[src/rtl/led_matrix_scan.sv]
// led_matrix_scan
//   Display-side scanner for a 4-column x 8-row RGB block grid. The four
//   colour columns are snapshotted at the start of every frame. The rows are
//   then scanned one at a time. For each row, 12 RGB bits are shifted out to an
//   external SIPO driver chain, the driver latch is pulsed, and the row line is
//   enabled.
//
// Ports
//   CLK_50M      in   system clock, rising edge
//   RST_N        in   synchronous active-low reset
//   scan_en      in   1 = scan, 0 = blank and idle
//   column_0..3  in   24-bit column colours, row r = bits [3r+2:3r] = {R,G,B}
//   sh_data      out  serial colour bit to the driver chain
//   sh_clk       out  shift clock (driver samples on rising edge)
//   sh_latch     out  driver latch strobe, active-high
//   row_sel      out  row enables, active-low, at most one bit low
//   frame_done   out  one-cycle pulse at the end of the row 7 hold
//
// state | meaning
// IDLE  | blanked, row index 0, waiting for scan_en
// LOAD  | one cycle; snapshot the columns on row 0, arm the bit counter
// SHIFT | 12 bits, each CLK_DIV cycles low then CLK_DIV cycles high on sh_clk
// LATCH | rows blanked, sh_latch high for CLK_DIV cycles, then light the row
// HOLD  | row lit for ROW_HOLD cycles, then advance the row
module led_matrix_scan #(
  parameter int CLK_DIV  = 4,
  parameter int ROW_HOLD = 50000
) (
  input  logic        CLK_50M,
  input  logic        RST_N,
  input  logic        scan_en,
  input  logic [23:0] column_0,
  input  logic [23:0] column_1,
  input  logic [23:0] column_2,
  input  logic [23:0] column_3,
  output logic        sh_data,
  output logic        sh_clk,
  output logic        sh_latch,
  output logic [7:0]  row_sel,
  output logic        frame_done
);

  localparam int DIV_W  = (CLK_DIV > 1) ? $clog2(CLK_DIV) : 1;
  localparam int HOLD_W = $clog2(ROW_HOLD + 1);
  localparam logic [DIV_W-1:0]  DIV_LAST  = DIV_W'(CLK_DIV - 1);
  localparam logic [HOLD_W-1:0] HOLD_LAST = HOLD_W'(ROW_HOLD - 1);

  typedef enum logic [2:0] {IDLE, LOAD, SHIFT, LATCH, HOLD} state_t;

  state_t             state, state_nxt;
  logic [DIV_W-1:0]   div_cnt;
  logic               phase;
  logic [3:0]         bit_cnt;
  logic [2:0]         row;
  logic [HOLD_W-1:0]  hold_cnt;
  logic [3:0][23:0]   frame_buf;
  logic [7:0]         row_lit;
  logic [4:0]         row_ofs;
  logic [11:0]        row_word;
  logic               div_tc;
  logic               hold_tc;

  assign div_tc  = (div_cnt == '0);
  assign hold_tc = (hold_cnt == '0);
  assign row_ofs = {2'b00, row} + {1'b0, row, 1'b0};

  // Word bit 11 is shifted first: column 3 R,G,B down to column 0 B.
  assign row_word = {frame_buf[3][row_ofs +: 3], frame_buf[2][row_ofs +: 3],
                     frame_buf[1][row_ofs +: 3], frame_buf[0][row_ofs +: 3]};

  always_ff @(posedge CLK_50M) begin
    if (!RST_N) state <= IDLE;
    else        state <= state_nxt;
  end

  always_comb begin
    state_nxt  = state;
    sh_data    = 1'b0;
    sh_clk     = 1'b0;
    sh_latch   = 1'b0;
    row_sel    = row_lit;
    frame_done = 1'b0;
    case (state)
      IDLE:  if (scan_en) state_nxt = LOAD;
      LOAD:  state_nxt = SHIFT;
      SHIFT: begin
        sh_data = row_word[bit_cnt];
        sh_clk  = phase;
        if (div_tc && phase && (bit_cnt == 4'd0)) state_nxt = LATCH;
      end
      LATCH: begin
        sh_latch = 1'b1;
        row_sel  = 8'hFF;
        if (div_tc) state_nxt = HOLD;
      end
      HOLD: begin
        if (hold_tc) begin
          state_nxt  = LOAD;
          frame_done = (row == 3'd7) && scan_en;
        end
      end
      default: state_nxt = IDLE;
    endcase
    if (!scan_en) state_nxt = IDLE;
  end

  // The datapath is cleared whenever the FSM heads to IDLE. A scan_en drop
  // therefore blanks the rows on the very next edge, and a later restart
  // begins on row 0.
  always_ff @(posedge CLK_50M) begin
    if (!RST_N || (state_nxt == IDLE)) begin
      div_cnt  <= DIV_LAST;
      phase    <= 1'b0;
      bit_cnt  <= 4'd11;
      row      <= 3'd0;
      hold_cnt <= HOLD_LAST;
      row_lit  <= 8'hFF;
    end else begin
      case (state)
        LOAD: begin
          if (row == 3'd0) frame_buf <= {column_3, column_2, column_1, column_0};
          bit_cnt <= 4'd11;
          div_cnt <= DIV_LAST;
          phase   <= 1'b0;
        end
        SHIFT: begin
          if (div_tc) begin
            div_cnt <= DIV_LAST;
            phase   <= ~phase;
            if (phase && (bit_cnt != 4'd0)) bit_cnt <= bit_cnt - 4'd1;
          end else begin
            div_cnt <= div_cnt - 1'b1;
          end
        end
        LATCH: begin
          if (div_tc) begin
            div_cnt  <= DIV_LAST;
            hold_cnt <= HOLD_LAST;
            row_lit  <= ~(8'd1 << row);
          end else begin
            div_cnt <= div_cnt - 1'b1;
          end
        end
        HOLD: begin
          if (hold_tc) row      <= row + 3'd1;
          else         hold_cnt <= hold_cnt - 1'b1;
        end
        default: ;
      endcase
    end
  end

endmodule

[config.mk]
export PLATFORM = sky130hd
export DESIGN_NAME = led_matrix_scan
export DESIGN_NICKNAME = d
export VERILOG_FILES = /design/src/rtl/led_matrix_scan.sv
export SDC_FILE = /design/constraint.sdc
export NUM_CORES = 1
export LEC_CHECK = 0
export CAP_MARGIN = 20
export CORE_MARGIN = 5
export CORE_UTILIZATION = 40
export CTS_BUF_LIST = sky130_fd_sc_hd__clkbuf_8 sky130_fd_sc_hd__clkbuf_16
export DETAILED_ROUTE_END_ITERATION = 8
export MAX_ROUTING_LAYER = met4
export PLACE_DENSITY_LB_ADDON = 0.25
export SLEW_MARGIN = 20
export SYNTH_ARGS = -nofsm -noshare
export SYNTH_HDL_FRONTEND = slang
export SYNTH_SLANG_ARGS = --single-unit
[constraint.sdc]
create_clock -name CLK_50M -period 8.1 [get_ports CLK_50M]
set_input_delay 2.025 -clock CLK_50M [delete_from_list [all_inputs] [get_ports CLK_50M]]
set_output_delay 2.025 -clock CLK_50M [all_outputs]
set_load 0.03 [all_outputs]
==> results of run 1 <==
==> state kept, by name, indices dropped and copies added (netlist names) <==
| name | cells |
|---|---|
| state | 3 |
| bit_cnt | 4 |
| row_lit | 8 |
| row | 3 |
| hold_cnt | 16 |
| div_cnt | 2 |
| frame_buf | 96 |
| phase | 1 |
==> metal layers <==
layer / GRT usage (%) / vias up / routed length (um) / share of wire [%]
met5: - / - / 0 / 0
met3: 4.33 / 22 / 939 / 5.6
li1: - / 2442 / - / -
met4: 5.65 / 0 / 257 / 1.5
met2: 26.8 / 186 / 8250 / 49
met1: 22.4 / 2477 / 7360 / 44
==> worst register-to-register path: stages (launching register included) <==
cell and delay [ns]:
dfxtp_1 0.40, o21ai_0 0.25, and3_1 0.57, and4_4 0.32
buf_6 0.56
==> worst paths after layout <==
kind                                              start                 endpoint  depth (start not counted)
worst max register to register      state[0]$_SDFF_PN0_  frame_buf[81]$_DFFE_PP_                          4
worst min-delay path            row_lit[0]$_SDFFE_PP1P_  row_lit[0]$_SDFFE_PP1P_                          1
worst min register to register  row_lit[0]$_SDFFE_PP1P_  row_lit[0]$_SDFFE_PP1P_                          1
worst max-delay path                row[0]$_SDFFE_PP0P_                  sh_data                         10
==> kinds of logic after synthesis <==
group / after synthesis
buf+inv: 53
simple gates: 183
fa+ha+maj: 13
mux: 81
xor+xnor: 18
flops: 133
compound gates: 97
==> cell type report <==
| class | count | area, um2 |
|---|---|---|
| fillers | 1519 | 8830 |
| clock inverters | 15 | 178 |
| well taps | 229 | 287 |
| flip-flops and latches | 133 | 3620 |
| inverters | 14 | 52.6 |
| repair buffers | 116 | 1150 |
| clock buffers | 17 | 425 |
| multi-input cells | 392 | 3290 |
==> placed cells by master (no fill, tap or decap), drive strengths merged, types with 13 or more instances in the layout <==
| cell type | n |
|---|---|
| inv | 19 |
| dfxtp | 37 |
| clkdlybuf4s50 | 110 |
| mux4 | 39 |
| nor2 | 43 |
| o21ai | 16 |
| edfxtp | 96 |
| nor3 | 14 |
| clkbuf | 17 |
| mux2i | 34 |
| o211ai | 16 |
| a21oi | 20 |
| nand3 | 13 |
| nand2 | 62 |
==> stage by stage <==
step                setup slack [ns]  utilization [%]  hold WS (ns)
floorplan                       3.02                -         0.426
global placement                1.65             47.1         0.447
detailed placement              1.60             47.1         0.443
CTS                             1.12             50.5         0.456
global route                   0.806             50.5         0.482
finish                          1.13             50.5         0.453
==> power by group through the flow <==
stage                     Sequential (mW)  Clock [mW]  Combinational, mW
after floorplan                     0.758           0             0.0178
after global placement              0.760           0             0.0704
after detailed placement            0.761           0             0.0715
after CTS                           0.746       0.800             0.0715
after global routing                0.747       0.828             0.0757
final                               0.746       0.780             0.0707
==> flow_summary.ini, run 1 <==
[clock_network]
clk_latency_ns = 0.43
cts_hold_buf = 0
cts_root_buf = clkbuf_16
clk_path_buf_depth = 2
cts_made_buffers = 17
cts_tree = done
ctsResizeCount = 0
postCtsSetupBuffers = 0
clkSinkCount = 133
clk_pin_slew_ns = 0.06
ctsHtreeMaxLevel = 4

[sta]
fmax_mhz = 144
finClkSkew_ns = 0.0166
rsz0062_at_grt = false
hold_viol = 0
slew_viol_final = 0
fin_tns_setup_ns = 0
worst_pin_slew_ns = 0.871
fin_crit_sh_pct = 86.0
relSlewSlack_pct = 41.9
setup_viol = 0
period_minus_slack_ns = 6.97

[routing]
drt-pass1-iter-count = 5
drt_wl_total_mm = 16.8
drt_iter0_markers = 365
viasPerCell = 5.60
ant_nets = 0
drt-wirelength-per-cell_um = 18.4
vias = 5127
remaining_drc_errors = 0

[place]
dpl_cell_area_mm2 = 0.00840
dp_hpwl_mm = 12.3
gp_congestion = 0.918
numPortBuffers = 110
placed_cells = 884

[yosys]
synth.top_cell.area_share_pct = 40.0
synthAdderAreaFrac_pct = 2.36
synth_compound_area_share_pct = 9.99
synth_flop_cell = edfxtp_1
yosys.area_share.xor_xnor_pct = 2.19
synth_simple_gate_area_share_pct = 12.5
netlist_instances = 578
ys_warn_count = 0
synth_area_leaders = edfxtp_1 (40%), mux4_2 (10%), dfxtp_1 (10%), mux2i_1 (4.7%), nand2_1 (3.2%)
ys_seq_area_share_pct = 50.2
synth-edff-count = 96
muxShareOfSynthArea_pct = 18.5
ys_types = 63
synth_area_per_cell_um2 = 12.5
async_flop_share_pct = 0
yosysTopAreaCell = edfxtp_1
post-synth-top-count-cell = edfxtp_1
synth_area_mm2 = 0.00721
synth_seq_cells = 133
synthTopCellsByCount = edfxtp_1 (96), nand2_1 (61), nor2_1 (43)
synth_top_family_by_area = multiplexers
syn_nets = 690

[pwr]
power_leakage_nw = 2.95
p_clk_share_pct = 48.8
p_seq_share_pct = 46.7
power_mw = 1.60
p_int_mw = 1.27
combinationalPowerShare_pct = 4.4
switching_power_mw = 0.322
sw_frac_of_total_pct = 20.2
powerDensity_mw_per_mm2 = 177
ir_drop_mv = 0.141

[floorplanning]
die_x_um = 144
die_y_um = 144
io_pins = 111
fp-row-count = 49
start_util_pct = 40.4
die_area_mm2 = 0.0208
coreArea_mm2 = 0.0178

[flow_run]
cap_violations = 0

[grt]
grt_usage_pct = 17.2
grt-ovfl-total = 0
grt_first_pass_wirelength_mm = 27.2
grt_pass1_vias = 5272
antenna_found_initial = 0
grt_max_degree = 97

[layout]
syn_to_final_growth_pct = 24.9
final_cells = 916
stdcell_area_mm2 = 0.00901
layout-drive-gt1-share_pct = 14.1
nNetsFinal = 786
n_antenna_cell = 0

[setup_path]
path_buf_inv = 1
crit_path_max_incr_delay_ns = 0.83
criticalPathCategory = register to output port
arrival_ns = 4.94
cp_common_cell = o311a_1
crit_fanout = 38
r2r_slack_ns = 5.49
critical_path.slowest_cell = dfxtp_2
cp-end-kind = output port
worstPathRequired_ns = 6.08
path_cells = ha_1, fa_2, mux2_2, nor2_1, o311a_1, a2111oi_2, nor4_1, o41ai_2, o311a_1, clkdlybuf4s50_1
crit_family = compound AO/OA/AOI/OAI gates
worst_setup_path_start_kind = register

[status]
status = completed

[worst_hold_path]
min_path_type = register to register
No activity file was read; power rests on OpenSTA's default activity.
==> inputs of run 2 (changes only) <==
--- a/config.mk
+++ b/config.mk
@@ -7,7 +7,7 @@
 export LEC_CHECK = 0
 export CAP_MARGIN = 20
 export CORE_MARGIN = 5
-export CORE_UTILIZATION = 40
+export CORE_UTILIZATION = 59
 export CTS_BUF_LIST = sky130_fd_sc_hd__clkbuf_8 sky130_fd_sc_hd__clkbuf_16
 export DETAILED_ROUTE_END_ITERATION = 8
 export MAX_ROUTING_LAYER = met4
@@ -16,3 +16,4 @@
 export SYNTH_ARGS = -nofsm -noshare
 export SYNTH_HDL_FRONTEND = slang
 export SYNTH_SLANG_ARGS = --single-unit
+export TNS_END_PERCENT = 10
==> flow_summary.ini, run 2 (same netlist as run 1, synthesis figures left out) <==
[floorplanning]
coreArea_mm2 = 0.0120
io_pins = 111
fp-row-count = 40
die_area_mm2 = 0.0145
die_x_um = 121
start_util_pct = 60.0
die_y_um = 121

[layout]
largest_reg_flops = 96
syn_to_final_growth_pct = 22.9
reg_top3 = frame_buf (96), hold_cnt (16), row_lit (8)
n_antenna_cell = 0
nNetsFinal = 785
final_common_cell = clkdlybuf4s50_1
layout-drive-gt1-share_pct = 13.6
final_cells = 831
final_cell_mix = clkdlybuf4s50_1 (110), edfxtp_1 (96), nand2_1 (61), nor2_1 (43), dfxtp_1 (36)
regMostFlops = frame_buf

[setup_path]
reg2reg_depth = 4
critical_path.slowest_cell = ha_2
worst_setup_path_start_kind = register
crit_fanout = 43
arrival_ns = 5.00
crit_family = buffers and inverters
path_buf_inv = 3
criticalPathCategory = register to output port
r2r-start = state[0]$_SDFF_PN0_
cp-end-kind = output port
path_cells = clkinv_1, ha_2, buf_4, mux4_2, nor4_1, a41oi_1, nand4_1, a31oi_1, o311a_1, clkdlybuf4s50_1
reg2reg_to = frame_buf[4]$_DFFE_PP_
worstPathRequired_ns = 6.08
crit_path_max_incr_delay_ns = 1.07
r2r_slack_ns = 5.50

[grt]
grt_max_degree = 97
grt_pass1_vias = 5417
grt_usage_pct = 24.5
grt-ovfl-total = 0
grt_first_pass_wirelength_mm = 27.2
antenna_found_initial = 0

[sta]
finClkSkew_ns = 0.00564
relSlewSlack_pct = 29.8
setup_viol = 0
worst_pin_slew_ns = 1.05
fin_crit_sh_pct = 86.8
fmax_mhz = 142
rsz0062_at_grt = false
fin_tns_setup_ns = 0
slew_viol_final = 0
hold_viol = 0
fin_ws_ns = 1.07
period_minus_slack_ns = 7.03

[clock_network]
postCtsSetupBuffers = 0
clkSinkCount = 133
clk_pin_slew_ns = 0.06
cts_made_buffers = 17
clk_path_buf_depth = 2
cts_tree = done
ctsResizeCount = 0
clk_latency_ns = 0.42
cts_root_buf = clkbuf_16
cts_hold_buf = 0
ctsHtreeMaxLevel = 4

[pwr]
power_leakage_nw = 2.93
ir_drop_mv = 0.171
powerDensity_mw_per_mm2 = 173

[place]
placed_cells = 800
dp_hpwl_mm = 11.7
numPortBuffers = 110
gp_congestion = 0.971
dp_worst_setup_slack_ns = 1.38

[status]
status = completed

[worst_hold_path]
min_path_type = register to register
hp-start = row_lit[0]$_SDFFE_PP1P_
worst_hold_path.endpoint = row_lit[0]$_SDFFE_PP1P_
hold-path-cell-count = 1

[flow_run]
cap_violations = 0

[routing]
vias = 5278
remaining_drc_errors = 0
drt-wirelength-per-cell_um = 20.0
drt_wl_total_mm = 16.6
viasPerCell = 6.35
ant_nets = 0
drt_iter0_markers = 690
drt-pass1-iter-count = 5
[run 2: cell count changes in the layout (fill, tap and decap cells not counted), sizes merged]
cell	change
inv	-4
clkinv	+3
buf	-1
bufinv	-1
[run 2: stage by stage]
stage | cell area, um2 | power [mW] | utilization (%) | hold WS, ns
after global routing | 8860 | 1.59 | 73.8 | 0.494
final | 8860 | 1.54 | 73.8 | 0.470
after global placement | 8280 | 0.829 | 68.9 | 0.440
after floorplan | 7210 | 0.776 | - | 0.426
after CTS | 8830 | 1.54 | 73.5 | 0.471
after detailed placement | 8280 | 0.832 | 68.9 | 0.462
[run 2: worst register-to-register path: stages, from the launching register on]
cell     delay, ns
dfxtp_1       0.39
o21ai_0       0.24
and3_1        0.58
and4_4        0.67
buf_16        0.36
[run 2: power breakdown]
group | internal [mW] | switching (mW) | leakage [nW]
Combinational | 0.0498 | 0.0216 | 1.49
Clock | 0.442 | 0.277 | 0.274
Sequential | 0.740 | 0.00647 | 1.17
[run 2: worst max-delay path by stage]
stage	startpoint	slack [ns]	cells after the start	to
after floorplan	RST_N	3.02	3	frame_buf[0]$_DFFE_PP_
after global placement	row[0]$_SDFFE_PP0P_	1.49	10	sh_data
after detailed placement	row[0]$_SDFFE_PP0P_	1.38	10	sh_data
after CTS	row[0]$_SDFFE_PP0P_	0.91	10	sh_data
after global routing	row[0]$_SDFFE_PP0P_	0.66	10	sh_data
final	row[0]$_SDFFE_PP0P_	1.07	10	sh_data
[run 2: layer usage]
metal  global-route usage (%)  vias up  wire (um)
met5                        -        -          0
met4                     8.78        0        327
met3                     6.69       39       1080
met2                     39.3      248       8480
met1                     30.2     2567       6740
li1                         -     2424          -
[run 2: layout make-up]
| cell class | instances | area (um2) |
|---|---|---|
| Timing Repair Buffer | 115 | 1160 |
| Tap cell | 147 | 184 |
| Sequential cell | 133 | 3620 |
| Inverter | 14 | 52.6 |
| Clock buffer | 17 | 425 |
| Fill cell | 789 | 3150 |
| Multi-Input combinational cell | 392 | 3300 |
| Clock inverter | 13 | 120 |
